## src/rtl/alu_share_arbiter_if.sv

```systemverilog
// Bundle of signals between the two requesters, the shared ALU and the result
// consumer. The arbiter takes the slave view. The environment (requesters, ALU
// and consumer together) takes the master view.
interface alu_share_arbiter_if #(
    parameter int WIDTH = 32,
    parameter int OP_W  = 4
);
    logic             req0;
    logic [OP_W-1:0]  ctrl0;
    logic [WIDTH-1:0] a0;
    logic [WIDTH-1:0] b0;
    logic             gnt0;

    logic             req1;
    logic [OP_W-1:0]  ctrl1;
    logic [WIDTH-1:0] a1;
    logic [WIDTH-1:0] b1;
    logic             gnt1;

    logic [OP_W-1:0]  alu_control;
    logic [WIDTH-1:0] alu_a;
    logic [WIDTH-1:0] alu_b;
    logic [WIDTH-1:0] alu_rslt;
    logic             alu_zero;

    logic             out_valid;
    logic             out_id;
    logic [WIDTH-1:0] out_rslt;
    logic             out_zero;
    logic             out_ready;

    modport master (
        output req0, ctrl0, a0, b0,
        output req1, ctrl1, a1, b1,
        output alu_rslt, alu_zero, out_ready,
        input  gnt0, gnt1,
        input  alu_control, alu_a, alu_b,
        input  out_valid, out_id, out_rslt, out_zero
    );

    modport slave (
        input  req0, ctrl0, a0, b0,
        input  req1, ctrl1, a1, b1,
        input  alu_rslt, alu_zero, out_ready,
        output gnt0, gnt1,
        output alu_control, alu_a, alu_b,
        output out_valid, out_id, out_rslt, out_zero
    );
endinterface

```

## src/rtl/alu_share_arbiter.sv

```systemverilog
// Round-robin sharing of one combinational ALU between two requesters. The
// winning port drives the ALU in the grant cycle. The ALU result is captured
// one cycle later in an output register with a valid/ready handshake.
module alu_share_arbiter #(
    parameter int WIDTH      = 32,
    parameter int OP_W       = 4,
    parameter int PRIO_RESET = 0
) (
    input  logic                 clk,
    input  logic                 rst,
    alu_share_arbiter_if.slave   bus
);
    // last_win starts on the port opposite PRIO_RESET, so the first tie goes
    // to PRIO_RESET.
    localparam logic LAST_WIN_RST = (PRIO_RESET == 0);

    logic             can_accept;
    logic             sel1;
    logic             gnt0;
    logic             gnt1;
    logic             last_win;

    logic             vld_p1;
    logic             id_p1;
    logic             zero_p1;
    logic [WIDTH-1:0] rslt_p1;

    // Stage 0: arbitration. A new op is accepted only if the output register
    // is free or is being drained in this cycle.
    always_comb begin
        can_accept = 1'b0;
        sel1       = 1'b0;
        gnt0       = 1'b0;
        gnt1       = 1'b0;
        can_accept = !rst && (!vld_p1 || bus.out_ready);
        if (bus.req0 && bus.req1) begin
            sel1 = !last_win;
        end else begin
            sel1 = bus.req1;
        end
        gnt0 = can_accept && bus.req0 && !sel1;
        gnt1 = can_accept && bus.req1 && sel1;
    end

    // Drive the shared ALU from the granted port. Drive zeros when idle.
    always_comb begin
        bus.alu_control = '0;
        bus.alu_a       = '0;
        bus.alu_b       = '0;
        if (gnt0) begin
            bus.alu_control = bus.ctrl0;
            bus.alu_a       = bus.a0;
            bus.alu_b       = bus.b0;
        end else if (gnt1) begin
            bus.alu_control = bus.ctrl1;
            bus.alu_a       = bus.a1;
            bus.alu_b       = bus.b1;
        end
    end

    // Stage 1: capture the ALU result. A grant overwrites a result that is
    // being consumed in the same cycle. This allows one op per cycle.
    always_ff @(posedge clk) begin
        if (rst) begin
            vld_p1   <= 1'b0;
            id_p1    <= 1'b0;
            rslt_p1  <= '0;
            zero_p1  <= 1'b0;
            last_win <= LAST_WIN_RST;
        end else if (gnt0 || gnt1) begin
            vld_p1   <= 1'b1;
            id_p1    <= gnt1;
            rslt_p1  <= bus.alu_rslt;
            zero_p1  <= bus.alu_zero;
            last_win <= gnt1;
        end else if (vld_p1 && bus.out_ready) begin
            vld_p1   <= 1'b0;
        end
    end

    assign bus.gnt0      = gnt0;
    assign bus.gnt1      = gnt1;
    assign bus.out_valid = vld_p1;
    assign bus.out_id    = id_p1;
    assign bus.out_rslt  = rslt_p1;
    assign bus.out_zero  = zero_p1;
endmodule

```

## src/flat_wrapper.sv

```systemverilog
// flat-port wrapper written by rule: the top's interface ports become plain ports
module alu_share_arbiter_flat 
#(
    parameter int WIDTH      = 32,
    parameter int OP_W       = 4,
    parameter int PRIO_RESET = 0
)
  (clk, rst, bus_req0, bus_ctrl0, bus_a0, bus_b0, bus_req1, bus_ctrl1, bus_a1, bus_b1, bus_alu_rslt, bus_alu_zero, bus_out_ready, bus_gnt0, bus_gnt1, bus_alu_control, bus_alu_a, bus_alu_b, bus_out_valid, bus_out_id, bus_out_rslt, bus_out_zero);
  alu_share_arbiter_if #(.WIDTH(WIDTH), .OP_W(OP_W)) bus_i ();
  input  logic clk;
  input  logic rst;
  input wire logic [$bits(bus_i.req0)-1:0] bus_req0;
  input wire logic [$bits(bus_i.ctrl0)-1:0] bus_ctrl0;
  input wire logic [$bits(bus_i.a0)-1:0] bus_a0;
  input wire logic [$bits(bus_i.b0)-1:0] bus_b0;
  input wire logic [$bits(bus_i.req1)-1:0] bus_req1;
  input wire logic [$bits(bus_i.ctrl1)-1:0] bus_ctrl1;
  input wire logic [$bits(bus_i.a1)-1:0] bus_a1;
  input wire logic [$bits(bus_i.b1)-1:0] bus_b1;
  input wire logic [$bits(bus_i.alu_rslt)-1:0] bus_alu_rslt;
  input wire logic [$bits(bus_i.alu_zero)-1:0] bus_alu_zero;
  input wire logic [$bits(bus_i.out_ready)-1:0] bus_out_ready;
  output wire logic [$bits(bus_i.gnt0)-1:0] bus_gnt0;
  output wire logic [$bits(bus_i.gnt1)-1:0] bus_gnt1;
  output wire logic [$bits(bus_i.alu_control)-1:0] bus_alu_control;
  output wire logic [$bits(bus_i.alu_a)-1:0] bus_alu_a;
  output wire logic [$bits(bus_i.alu_b)-1:0] bus_alu_b;
  output wire logic [$bits(bus_i.out_valid)-1:0] bus_out_valid;
  output wire logic [$bits(bus_i.out_id)-1:0] bus_out_id;
  output wire logic [$bits(bus_i.out_rslt)-1:0] bus_out_rslt;
  output wire logic [$bits(bus_i.out_zero)-1:0] bus_out_zero;
  assign bus_i.req0 = bus_req0;
  assign bus_i.ctrl0 = bus_ctrl0;
  assign bus_i.a0 = bus_a0;
  assign bus_i.b0 = bus_b0;
  assign bus_i.req1 = bus_req1;
  assign bus_i.ctrl1 = bus_ctrl1;
  assign bus_i.a1 = bus_a1;
  assign bus_i.b1 = bus_b1;
  assign bus_i.alu_rslt = bus_alu_rslt;
  assign bus_i.alu_zero = bus_alu_zero;
  assign bus_i.out_ready = bus_out_ready;
  assign bus_gnt0 = bus_i.gnt0;
  assign bus_gnt1 = bus_i.gnt1;
  assign bus_alu_control = bus_i.alu_control;
  assign bus_alu_a = bus_i.alu_a;
  assign bus_alu_b = bus_i.alu_b;
  assign bus_out_valid = bus_i.out_valid;
  assign bus_out_id = bus_i.out_id;
  assign bus_out_rslt = bus_i.out_rslt;
  assign bus_out_zero = bus_i.out_zero;
  alu_share_arbiter #(.WIDTH(WIDTH), .OP_W(OP_W), .PRIO_RESET(PRIO_RESET)) u_core (.clk(clk), .rst(rst), .bus(bus_i));
endmodule
```

## config.mk

```make
export PLATFORM = sky130hd
export DESIGN_NAME = alu_share_arbiter_flat
export DESIGN_NICKNAME = d
export VERILOG_FILES = /design/src/rtl/alu_share_arbiter_if.sv /design/src/rtl/alu_share_arbiter.sv /design/src/flat_wrapper.sv
export SDC_FILE = /design/constraint.sdc
export NUM_CORES = 1
export LEC_CHECK = 0
export ABC_CLOCK_PERIOD_IN_PS = 3700
export CAP_MARGIN = 20
export CORE_AREA = 2 2 110 112
export CTS_CLUSTER_DIAMETER = 80
export DETAILED_ROUTE_END_ITERATION = 10
export DIE_AREA = 0 0 112 114
export SYNTH_ARGS = -nofsm -noshare
export SYNTH_HDL_FRONTEND = slang
export SYNTH_SLANG_ARGS = --single-unit
```

## constraint.sdc

```tcl
create_clock -name clk -period 3.7 [get_ports clk]
set_input_delay 0.37 -clock clk [delete_from_list [all_inputs] [get_ports clk]]
set_output_delay 0.37 -clock clk [all_outputs]
set_load 0.01 [all_outputs]
```

==> key figures, run 1 <==
Detailed routing
  • Drt total wl: 11600 um
  • WL/cell: 17.7 um
  • Pre-antenna DRT Iters: 4
  • DRC Markers: 0
  • Iter 0 DRT Violations: 176
  • Vias: ~3100
  • Via/cell ratio: 4.75
  • Post-route ant nets: 0

Worst setup path
  • Crit path cell chain: clkdlybuf4s50_1, nor2b_1, nor4b_4, buf_4, a22o_1, clkdlybuf4s50_1
  • Element type at the critical path end: primary output
  • Crit path top cell by count: clkdlybuf4s50_1
  • R2r worst-path depth: 4
  • Startpoint types: input port
  • WS Path Type: in -> out
  • Worst Path Arrival: between 2000 and 2500 ps
  • Family with the most delay on the worst path: buffers and inverters
  • Largest stage delay, worst path: 580 ps
  • CP max stage cell: clkdlybuf4s50_1
  • Buffers plus inverters on the worst setup path: 3
  • Stages on the worst setup path: 6
  • Required @ worst endpoint: between 3000 and 4000 ps
  • Crit path max fanout: 36

Layout
  • Commonest non-fill, non-tap cells in the layout: clkdlybuf4s50_1, a22o_1, nand2_1, dfxtp_1
  • Register area: approximately 720 um2
  • Commonest non-fill, non-tap cell in the layout: clkdlybuf4s50_1
  • Fillers: 1164
  • Share of cells above drive strength 1: 0.0430
  • Nets@finish: 685
  • Multi-input logic area: between 0.001 and 0.0015 mm2
  • Synth-to-layout area growth: 135%
  • # diodes: 0
  • Finished Layout Cells: 659

Place
  • Placed insts: 651
  • Post-Place Worst Slack: 861 ps
  • Dpl hpwl: 8770 um
  • Routability Congestion: 0.786
  • Port Buffers: 278

Clock network
  • Gates resized, CTS repair: 0
  • Clock Latency Late Sink: 270 ps
  • Root buf cell: clkbuf_16
  • TritonCTS clock tree: built
  • Clock Path Buffers: 2
  • Worst-path clk slew: 50 ps
  • H-tree lvl count: 2
  • CTS Hold Bufs: 0
  • Number of post-CTS setup repair buffers: 0
  • Sink Count: 36
  • CTS Buf Count: 5

Pwr
  • Power Total: 1390 uW
  • Leakage: slightly above 0.002 uW
  • Peak supply drop: 0.000206 V
  • PwrDens: 268 mW/mm2

Synth
  • Adder-cell share of the synthesized area: 0
  • Syn nets: 428
  • Warnings from Yosys: 0
  • Largest family of logic cells by synthesized area: compound AO/OA/AOI/OAI gates
  • Yosys cell types: 20
  • Sequential share of the synthesized area: 0.326
  • Synth Instances: about 250
  • Synth Register Bits: 36
  • Compound-Gate Fraction of Synth Area: 0.392
  • Xor and xnor fraction of the mapped netlist area: 0
  • Post-synthesis simple-gate area fraction: 0.186
  • Synth top area share: 0.326
  • Largest area contributor in the synthesized netlist: dfxtp_1
  • Proportion of synthesized area in mux cells: 0
  • Synth Cell Area: 0.00221 mm2
  • Top post-synthesis cells by area: dfxtp_1, a22o_1, o211ai_1
  • Syn avg cell area: 8.70 um2

STA
  • Setup TNS Final: 0 ps
  • Hold Violations, Final: 0
  • Worst-Margin Slew: 651 ps
  • Fin worst setup slack: 859 ps
  • Worst hold margin: 471 ps
  • Minimum clock period: 2840 ps
  • Peak Freq: 352 MHz
  • Skew final: 3.77 ps
  • Worst slew margin: 0.566
  • Unrepaired setup endpoints after global routing: false
  • Final setup fails: 0
  • Final Slew Violations: 0
  • Tcrit/Tclk final: 0.768

Global route
  • Vias in the first global route: 3105
  • Total Routing Usage GR: 0.169
  • Largest net degree at the start of global routing: just under 70
  • Initial antenna violation count: 0
  • First-pass GRT wire length: 17400 um
  • Total gr overflow: 0

Floorplan
  • Num rows: 40
  • Starting density of the core: 0.189
  • Core ar.: ~0.012 mm2
  • Horiz. Die Dim: ~110 um
  • Die H: 114 um
  • Die area: 0.0128 mm2
  • # IOs: 279

Worst hold path
  • Tightest Hold Check Type: reg -> reg
  • Hold path depth: 2

Flow run
  • Max-Cap Viols: 0

Status
  • Outcome: complete, no violations
-- routing by layer --
metal  share of wire  vias up  global-route usage
met5               0        -                   0
met4          0.0087        0              0.0341
met3           0.053        8              0.0260
met2            0.51      131               0.302
met1            0.43     1471               0.216
li1                -     1520                   -
-- cells by family after synthesis --
family,Yosys count
buffers and inverters,38
AND/OR/NAND/NOR,76
AO/OA/AOI/OAI,104
flip-flops,36
-- cell type report --
| cell class | count | area share |
|---|---|---|
| Clock buffer | 6 | 0.0268 |
| Tap cell | 147 | 0.0355 |
| Clock inverter | 2 | 0.00193 |
| Inverter | 1 | 0.000724 |
| Sequential cell | 36 | 0.139 |
| Multi-Input combinational cell | 180 | 0.247 |
| Timing Repair Buffer | 287 | 0.549 |
-- per-stage QoR --
stage          instance area [um2]  utilization
2_1_floorplan                 2210            -
3_3_place_gp                  5040        0.430
3_5_place_dp                  5040        0.430
4_1_cts                       5190        0.443
5_1_grt                       5190        0.443
6_report                      5190        0.443
-- synthesized netlist by cell type --
cell type / instances
buf_1: 6
nand2_1: 36
nor2b_4: 1
inv_2: 1
a22o_1: 68
buf_2: 9
dfxtp_1: 36
o211ai_1: 33
nand4_1: 33
nor4b_4: 1
a221o_1: 1
clkbuf_1: 14
o21bai_1: 1
and4_1: 1
nor2_1: 1
nand2b_1: 1
a21oi_1: 1
buf_6: 8
nor2b_1: 1
or2_1: 1
-- state kept, by name (all words and copies together) (netlist names) --
| register | flops |
|---|---|
| u_core.bus.out_zero | 1 |
| u_core.bus.out_rslt | 32 |
| u_core.last_win | 1 |
| u_core.bus.out_valid | 1 |
| u_core.bus.out_id | 1 |
-- power by group --
group | internal [uW] | switching, uW | total (uW)
combinational | 345 | 193 | 538
clock | 265 | 155 | 420
sequential | 417 | 15.8 | 433
-- worst paths after layout --
| kind | startpoint | slack, ps | endpoint |
|---|---|---|---|
| setup / recovery | bus_req1 | 860 | bus_alu_a[5] |
| setup reg to reg | u_core.bus.out_valid$_SDFFE_PP0P_ | 2320 | u_core.bus.out_id$_SDFFE_PP0P_ |
| hold / removal | u_core.bus.out_id$_SDFFE_PP0P_ | 470 | u_core.bus.out_id$_SDFFE_PP0P_ |
| hold reg to reg | u_core.bus.out_id$_SDFFE_PP0P_ | 470 | u_core.bus.out_id$_SDFFE_PP0P_ |
-- tightest hold or removal path, stage by stage (launching register included) --
cell      delay, ps
dfxtp_1         320
nand2_1          60
o21bai_1         50
(Power assumes the default switching activity.)
==> inputs of run 2 (changes only) <==
--- a/config.mk
+++ b/config.mk
@@ -5,12 +5,13 @@
 export SDC_FILE = /design/constraint.sdc
 export NUM_CORES = 1
 export LEC_CHECK = 0
-export ABC_CLOCK_PERIOD_IN_PS = 3700
+export ABC_CLOCK_PERIOD_IN_PS = 2500
 export CAP_MARGIN = 20
-export CORE_AREA = 2 2 110 112
+export CORE_AREA = 2 2 108 110
 export CTS_CLUSTER_DIAMETER = 80
 export DETAILED_ROUTE_END_ITERATION = 10
-export DIE_AREA = 0 0 112 114
+export DIE_AREA = 0 0 110 112
+export PLACE_DENSITY = 0.67
 export SYNTH_ARGS = -nofsm -noshare
 export SYNTH_HDL_FRONTEND = slang
 export SYNTH_SLANG_ARGS = --single-unit
==> constraint.sdc (replaced) <==
create_clock -name clk -period 2.5 [get_ports clk]
set_input_delay 0.25 -clock clk [delete_from_list [all_inputs] [get_ports clk]]
set_output_delay 0.25 -clock clk [all_outputs]
set_load 0.01 [all_outputs]
==> run 2 against run 1 <==
The flow now finishes with violations (negative setup slack). Critical path depth grew 1. Via count up 1.9%. Die area down 3.5%. Critical endpoint is now bus_alu_a[23]. Largest cell class unchanged.
==> key figures, run 2 (synthesis gave the netlist of run 1 again) <==
Status
  • Outcome: complete, but fails checks
  • Failing checks: negative setup slack

Layout
  • Synth-to-layout area growth: 144%
  • Share of cells above drive strength 1: 0.0560
  • Commonest non-fill, non-tap cell in the layout: clkdlybuf4s50_1
  • Largest register FFs: 32
  • Nets@finish: around 690
  • Commonest non-fill, non-tap cells in the layout: clkdlybuf4s50_1, a22o_1, nand2_1, dfxtp_1

Worst setup path
  • Crit path max fanout: 13
  • Startpoint types: input port
  • Crit path cell chain: clkdlybuf4s50_1, nor2b_1, nor4b_4, buf_4, clkbuf_16, a22o_1, clkdlybuf4s50_1
  • Buffers plus inverters on the worst setup path: 4
  • Family with the most delay on the worst path: buffers and inverters
  • R2r worst-path depth: 4
  • Worst r2r dst: u_core.bus.out_id$_SDFFE_PP0P_
  • Required @ worst endpoint: 2250 ps
  • Worst Path Arrival: 2280 ps
  • Element type at the critical path end: primary output
  • Crit path top cell by count: clkdlybuf4s50_1
  • Largest stage delay, worst path: 540 ps
  • WS Path Type: in -> out
  • CP max stage cell: clkdlybuf4s50_1
  • Flop2flop setup slack: between 1000 and 1500 ps
  • Crit Reg-Reg Startpoint: u_core.bus.out_valid$_SDFFE_PP0P_

Pwr
  • Leakage: roughly 0.0026 uW
  • Peak supply drop: a little under 0.0005 V
  • Power Total: 2170 uW
  • PwrDens: 401 mW/mm2

Worst hold path
  • Hold_sp: u_core.bus.out_id$_SDFFE_PP0P_
  • Tightest Hold Check Type: reg -> reg
  • Worst hold path endpoint: u_core.bus.out_id$_SDFFE_PP0P_
  • Hold path depth: 2

Floorplan
  • Core ar.: 0.0112 mm2
  • Starting density of the core: 0.198
  • Num rows: 39
  • Horiz. Die Dim: ~110 um
  • Die H: 112 um
  • Die area: between 0.01 and 0.015 mm2
  • # IOs: 279

Clock network
  • Root buf cell: clkbuf_16
  • Clock Path Buffers: 2
  • H-tree lvl count: 2
  • Worst-path clk slew: 60 ps
  • CTS Buf Count: 5
  • Clock Latency Late Sink: approximately 270 ps
  • Sink Count: 36
  • TritonCTS clock tree: built

Global route
  • Vias in the first global route: 3137
  • M2 GR Usage: 0.315
  • GR Util met3: 0.0521
  • Total gr overflow: 0
  • Busiest layer in global routing: met2
  • Largest net degree at the start of global routing: 68
  • Total Routing Usage GR: 0.175
  • GR Util met1: 0.193
  • First-pass GRT wire length: 17000 um
  • Initial antenna violation count: 1

STA
  • Worst hold margin: 455 ps
  • Peak Freq: 395 MHz
  • Worst slew margin: 0.564
  • Final setup fails: 7
  • Tcrit/Tclk final: 1.01
  • Unrepaired setup endpoints after global routing: true
  • Hold Violations, Final: 0
  • Minimum clock period: about 2500 ps
  • Final Slew Violations: 0
  • Skew final: between 4 and 5 ps
  • Fin worst setup slack: -31.3 ps
  • Worst-Margin Slew: around 650 ps

Detailed routing
  • Pre-antenna DRT Iters: 4
  • WL/cell: 18.4 um
  • Drt total wl: 12200 um
  • DRC Markers: 0
  • Post-route ant nets: 0
  • Vias: 3188
  • Via/cell ratio: 4.82
  • Iter 0 DRT Violations: 190

Place
  • Port Buffers: 278
  • Dpl hpwl: 8880 um
  • Routability Congestion: 0.836

Flow run
  • Max-Cap Viols: 0
==> run 2: changes by cell type in the layout (fill, tap and decap cells not counted), sizes merged <==
cell and change:
clkbuf +1, bufinv +1, diode +1, clkinv -1
buf +4, clkinvlp +1, clkdlybuf4s50 -32, dlymetal6s2s +32
==> run 2: timing repair <==
| action | 4_1_cts | 5_1_grt |
|---|---|---|
| gates resized for setup | 1 | 36 |
| endpoints found under the hold margin | 0 | 0 |
| setup buffers | 0 | 1 |
| hold buffers | 0 | 0 |
| cloned | 0 | 2 |
| setup endpoints to repair | 5 | 68 |
==> run 2: layer usage <==
layer | share of wire | wire [um]
met5 | 0 | 0
met4 | 0.015 | 180
met3 | 0.10 | 1250
met2 | 0.51 | 6250
met1 | 0.37 | 4510
==> run 2: power by group <==
part	leakage, uW	total (uW)	switching, uW	internal [uW]
Clock	0.0000798	709	241	468
Sequential	0.000298	641	23.1	618
Combinational	0.00222	819	297	521
==> run 2: cell type report <==
class                           count  area (um2)
Timing Repair Buffer              293        3040
Sequential cell                    36         721
Antenna cell                        1        2.50
Clock buffer                        5         125
Multi-Input combinational cell    180        1290
Clock inverter                      3        42.5
Fill cell                        1070        5770
Inverter                            1        3.75
Tap cell                          143         179
==> run 2: stage by stage <==
step           std cells  TNS, ps  area [um2]  utilization  worst slack (ps)
2_1_floorplan        254        0        2210            -               780
3_3_place_gp         650    -6.26        5080        0.455             -6.26
3_5_place_dp         650    -11.5        5080        0.455             -11.5
4_1_cts              658        0        5250        0.470              3.23
5_1_grt              662    -1240        5400        0.483             -95.4
6_report             662    -69.7        5400        0.483             -31.3
==> run 2: worst max-delay path by stage <==
stage	start	to	slack, ps	cells after the start
2_1_floorplan	u_core.bus.out_valid$_SDFFE_PP0P_	bus_alu_b[23]	780	5
3_3_place_gp	bus_out_ready	bus_alu_a[31]	-6	6
3_5_place_dp	bus_out_ready	bus_alu_a[31]	-10	6
4_1_cts	bus_req1	bus_alu_a[31]	3	6
5_1_grt	bus_req1	bus_alu_a[23]	-100	7
6_report	bus_req1	bus_alu_a[23]	-30	7
==> run 2: worst reg2reg max path, stage by stage, from the launching register on <==
cell	delay (ps)
dfxtp_1	320
nor2b_4	140
nor4b_4	340
buf_4	300
o21bai_1	100
==> inputs of run 3 (changes only) <==
--- a/config.mk
+++ b/config.mk
@@ -8,9 +8,9 @@
 export ABC_CLOCK_PERIOD_IN_PS = 2500
 export CAP_MARGIN = 20
 export CORE_AREA = 2 2 108 110
-export CTS_CLUSTER_DIAMETER = 80
 export DETAILED_ROUTE_END_ITERATION = 10
 export DIE_AREA = 0 0 110 112
+export MAX_ROUTING_LAYER = met4
 export PLACE_DENSITY = 0.67
 export SYNTH_ARGS = -nofsm -noshare
 export SYNTH_HDL_FRONTEND = slang
==> run 3 against run 2 <==
The flow still finishes with violations (negative setup slack). Critical endpoint unchanged. Sequential power is essentially flat. Register-to-register slack about the same. Highest routed layer unchanged. Clock-buffer cell count did not move. Non-clock buffer count unchanged. Critical path type unchanged. Cell area unchanged.
==> key figures, run 3 (synthesis gave the netlist of run 1 again) <==
Worst hold path
  • Hold path depth: 2
  • Hold_sp: u_core.bus.out_id$_SDFFE_PP0P_
  • Worst hold path endpoint: u_core.bus.out_id$_SDFFE_PP0P_
  • Tightest Hold Check Type: reg -> reg

Detailed routing
  • WL/cell: roughly 18 um
  • Met3 WL: 1150 um
  • Drt total wl: between 10000 and 15000 um
  • Pre-antenna DRT Iters: 4
  • Via/cell ratio: just under 5
  • DR top layer: met4
  • Vias: around 3200
  • DRC Markers: 0
  • Met2 wire len: 6240 um
  • Post-route ant nets: 0
  • Iter 0 DRT Violations: roughly 170
  • Met1 wire length: 4640 um

Clock network
  • Sink Count: 36
  • Clock Path Buffers: 2
  • Clock Latency Late Sink: 280 ps
  • CTS Buf Count: 5
  • Worst-path clk slew: 60 ps
  • H-tree lvl count: 2
  • TritonCTS clock tree: built
  • Root buf cell: clkbuf_16

STA
  • Worst-Margin Slew: about 660 ps
  • Worst slew margin: 0.563
  • Skew final: roughly 6 ps
  • Unrepaired setup endpoints after global routing: true
  • Final setup fails: 7
  • Final Slew Violations: 0
  • Peak Freq: 395 MHz
  • Fin worst setup slack: -32.7 ps
  • Tcrit/Tclk final: 1.01
  • Hold Violations, Final: 0
  • Worst hold margin: 455 ps
  • Minimum clock period: about 2500 ps

Worst setup path
  • Worst r2r dst: u_core.bus.out_id$_SDFFE_PP0P_
  • WS Path Type: in -> out
  • Crit path max fanout: 13
  • Element type at the critical path end: primary output
  • Crit Reg-Reg Startpoint: u_core.bus.out_valid$_SDFFE_PP0P_
  • Required @ worst endpoint: 2250 ps
  • Flop2flop setup slack: 1200 ps
  • Startpoint types: input port
  • R2r worst-path depth: 4
  • Worst Path Arrival: between 2000 and 2500 ps

Layout
  • Finished Layout Cells: 662
  • Commonest non-fill, non-tap cells in the layout: clkdlybuf4s50_1, a22o_1, nand2_1, dfxtp_1
  • Commonest non-fill, non-tap cell in the layout: clkdlybuf4s50_1
  • Nets@finish: 691
  • Synth-to-layout area growth: 144%
  • Post-Layout Inst Area: 0.00540 mm2
  • Fillers: 1070
  • Share of cells above drive strength 1: 0.0560
  • Largest register FFs: 32
  • Register area: 721 um2
  • Multi-input logic area: 0.00129 mm2

Pwr
  • PwrDens: 402 mW/mm2
  • Leakage: 0.00259 uW
  • Peak supply drop: 0.000485 V
  • Power Total: 2170 uW

Floorplan
  • Starting density of the core: 0.198
  • Die H: about 110 um
  • # IOs: around 280
  • Num rows: 39
  • Horiz. Die Dim: 110 um
  • Die area: ~0.012 mm2
  • Core ar.: 0.0112 mm2

Global route
  • Largest net degree at the start of global routing: 68
  • First-pass GRT wire length: 17000 um
  • Total gr overflow: 0
  • Initial antenna violation count: 1
  • Vias in the first global route: 3137
  • Total Routing Usage GR: 0.180

Place
  • Routability Congestion: approximately 0.85
  • Placed insts: 650
  • Port Buffers: 278
  • Placed instance area: 0.00508 mm2
  • Dpl hpwl: 8880 um
  • Post-Place Worst Slack: -11.5 ps

Status
  • Outcome: complete, but fails checks
  • Failing checks: negative setup slack

Flow run
  • Max-Cap Viols: 0
[run 3: cell counts in the layout (fill, tap and decap cells not counted)]
Identical to the previous run, type by type.
[run 3: critical path, stage by stage]
cell and delay [ps]:
clkdlybuf4s50_1 460, nor2b_1 190, nor4b_4 300, buf_4 210
clkbuf_16 180, a22o_1 150, clkdlybuf4s50_1 540
[run 3: worst max path at each step]
stage                                            startpoint            end  slack (ps)  cells past startpoint
after global routing                               bus_req1  bus_alu_a[23]        -100                      7
after global placement                        bus_out_ready  bus_alu_a[31]          -6                      6
after CTS                                          bus_req1  bus_alu_a[31]           3                      6
final                                              bus_req1  bus_alu_a[23]         -30                      7
after detailed placement                      bus_out_ready  bus_alu_a[31]         -10                      6
after floorplan           u_core.bus.out_valid$_SDFFE_PP0P_  bus_alu_b[23]         780                      5
[run 3: cell type report]
| cell class | instances | share of cell area |
|---|---|---|
| clock inverter | 3 | 0.00788 |
| antenna | 1 | 0.000463 |
| multi-input combinational | 180 | 0.239 |
| inverter | 1 | 0.000695 |
| timing repair buffer | 293 | 0.563 |
| clock buffer | 5 | 0.0232 |
| sequential | 36 | 0.133 |
| tap | 143 | 0.0331 |
[run 3: repair_timing]
item | in CTS | in global routing
setup endpoints to repair | 5 | 68
buffers inserted | 0 | 1
hold buffers | 0 | 0
gates resized for setup | 1 | 36
cloned | 0 | 2
[run 3: routing by layer]
| layer | vias to the layer above | GRT usage |
|---|---|---|
| li1 | 1534 | - |
| met1 | 1501 | 0.198 |
| met2 | 143 | 0.312 |
| met3 | 18 | 0.0439 |
| met4 | 0 | 0.0574 |
| met5 | - | - |
[run 3: per-stage QoR]
step	util	TNS [ps]
after floorplan	-	0
after global placement	0.455	-6.26
after detailed placement	0.455	-11.5
after CTS	0.470	0
after global routing	0.483	-1240
final	0.483	-65.2
[run 3: power breakdown]
group	leakage (uW)	total (uW)	internal (uW)	switching, uW
combinational	0.00222	819	522	297
clock	0.0000798	709	468	241
sequential	0.000298	641	618	23.1
total	0.00259	2170	1610	561
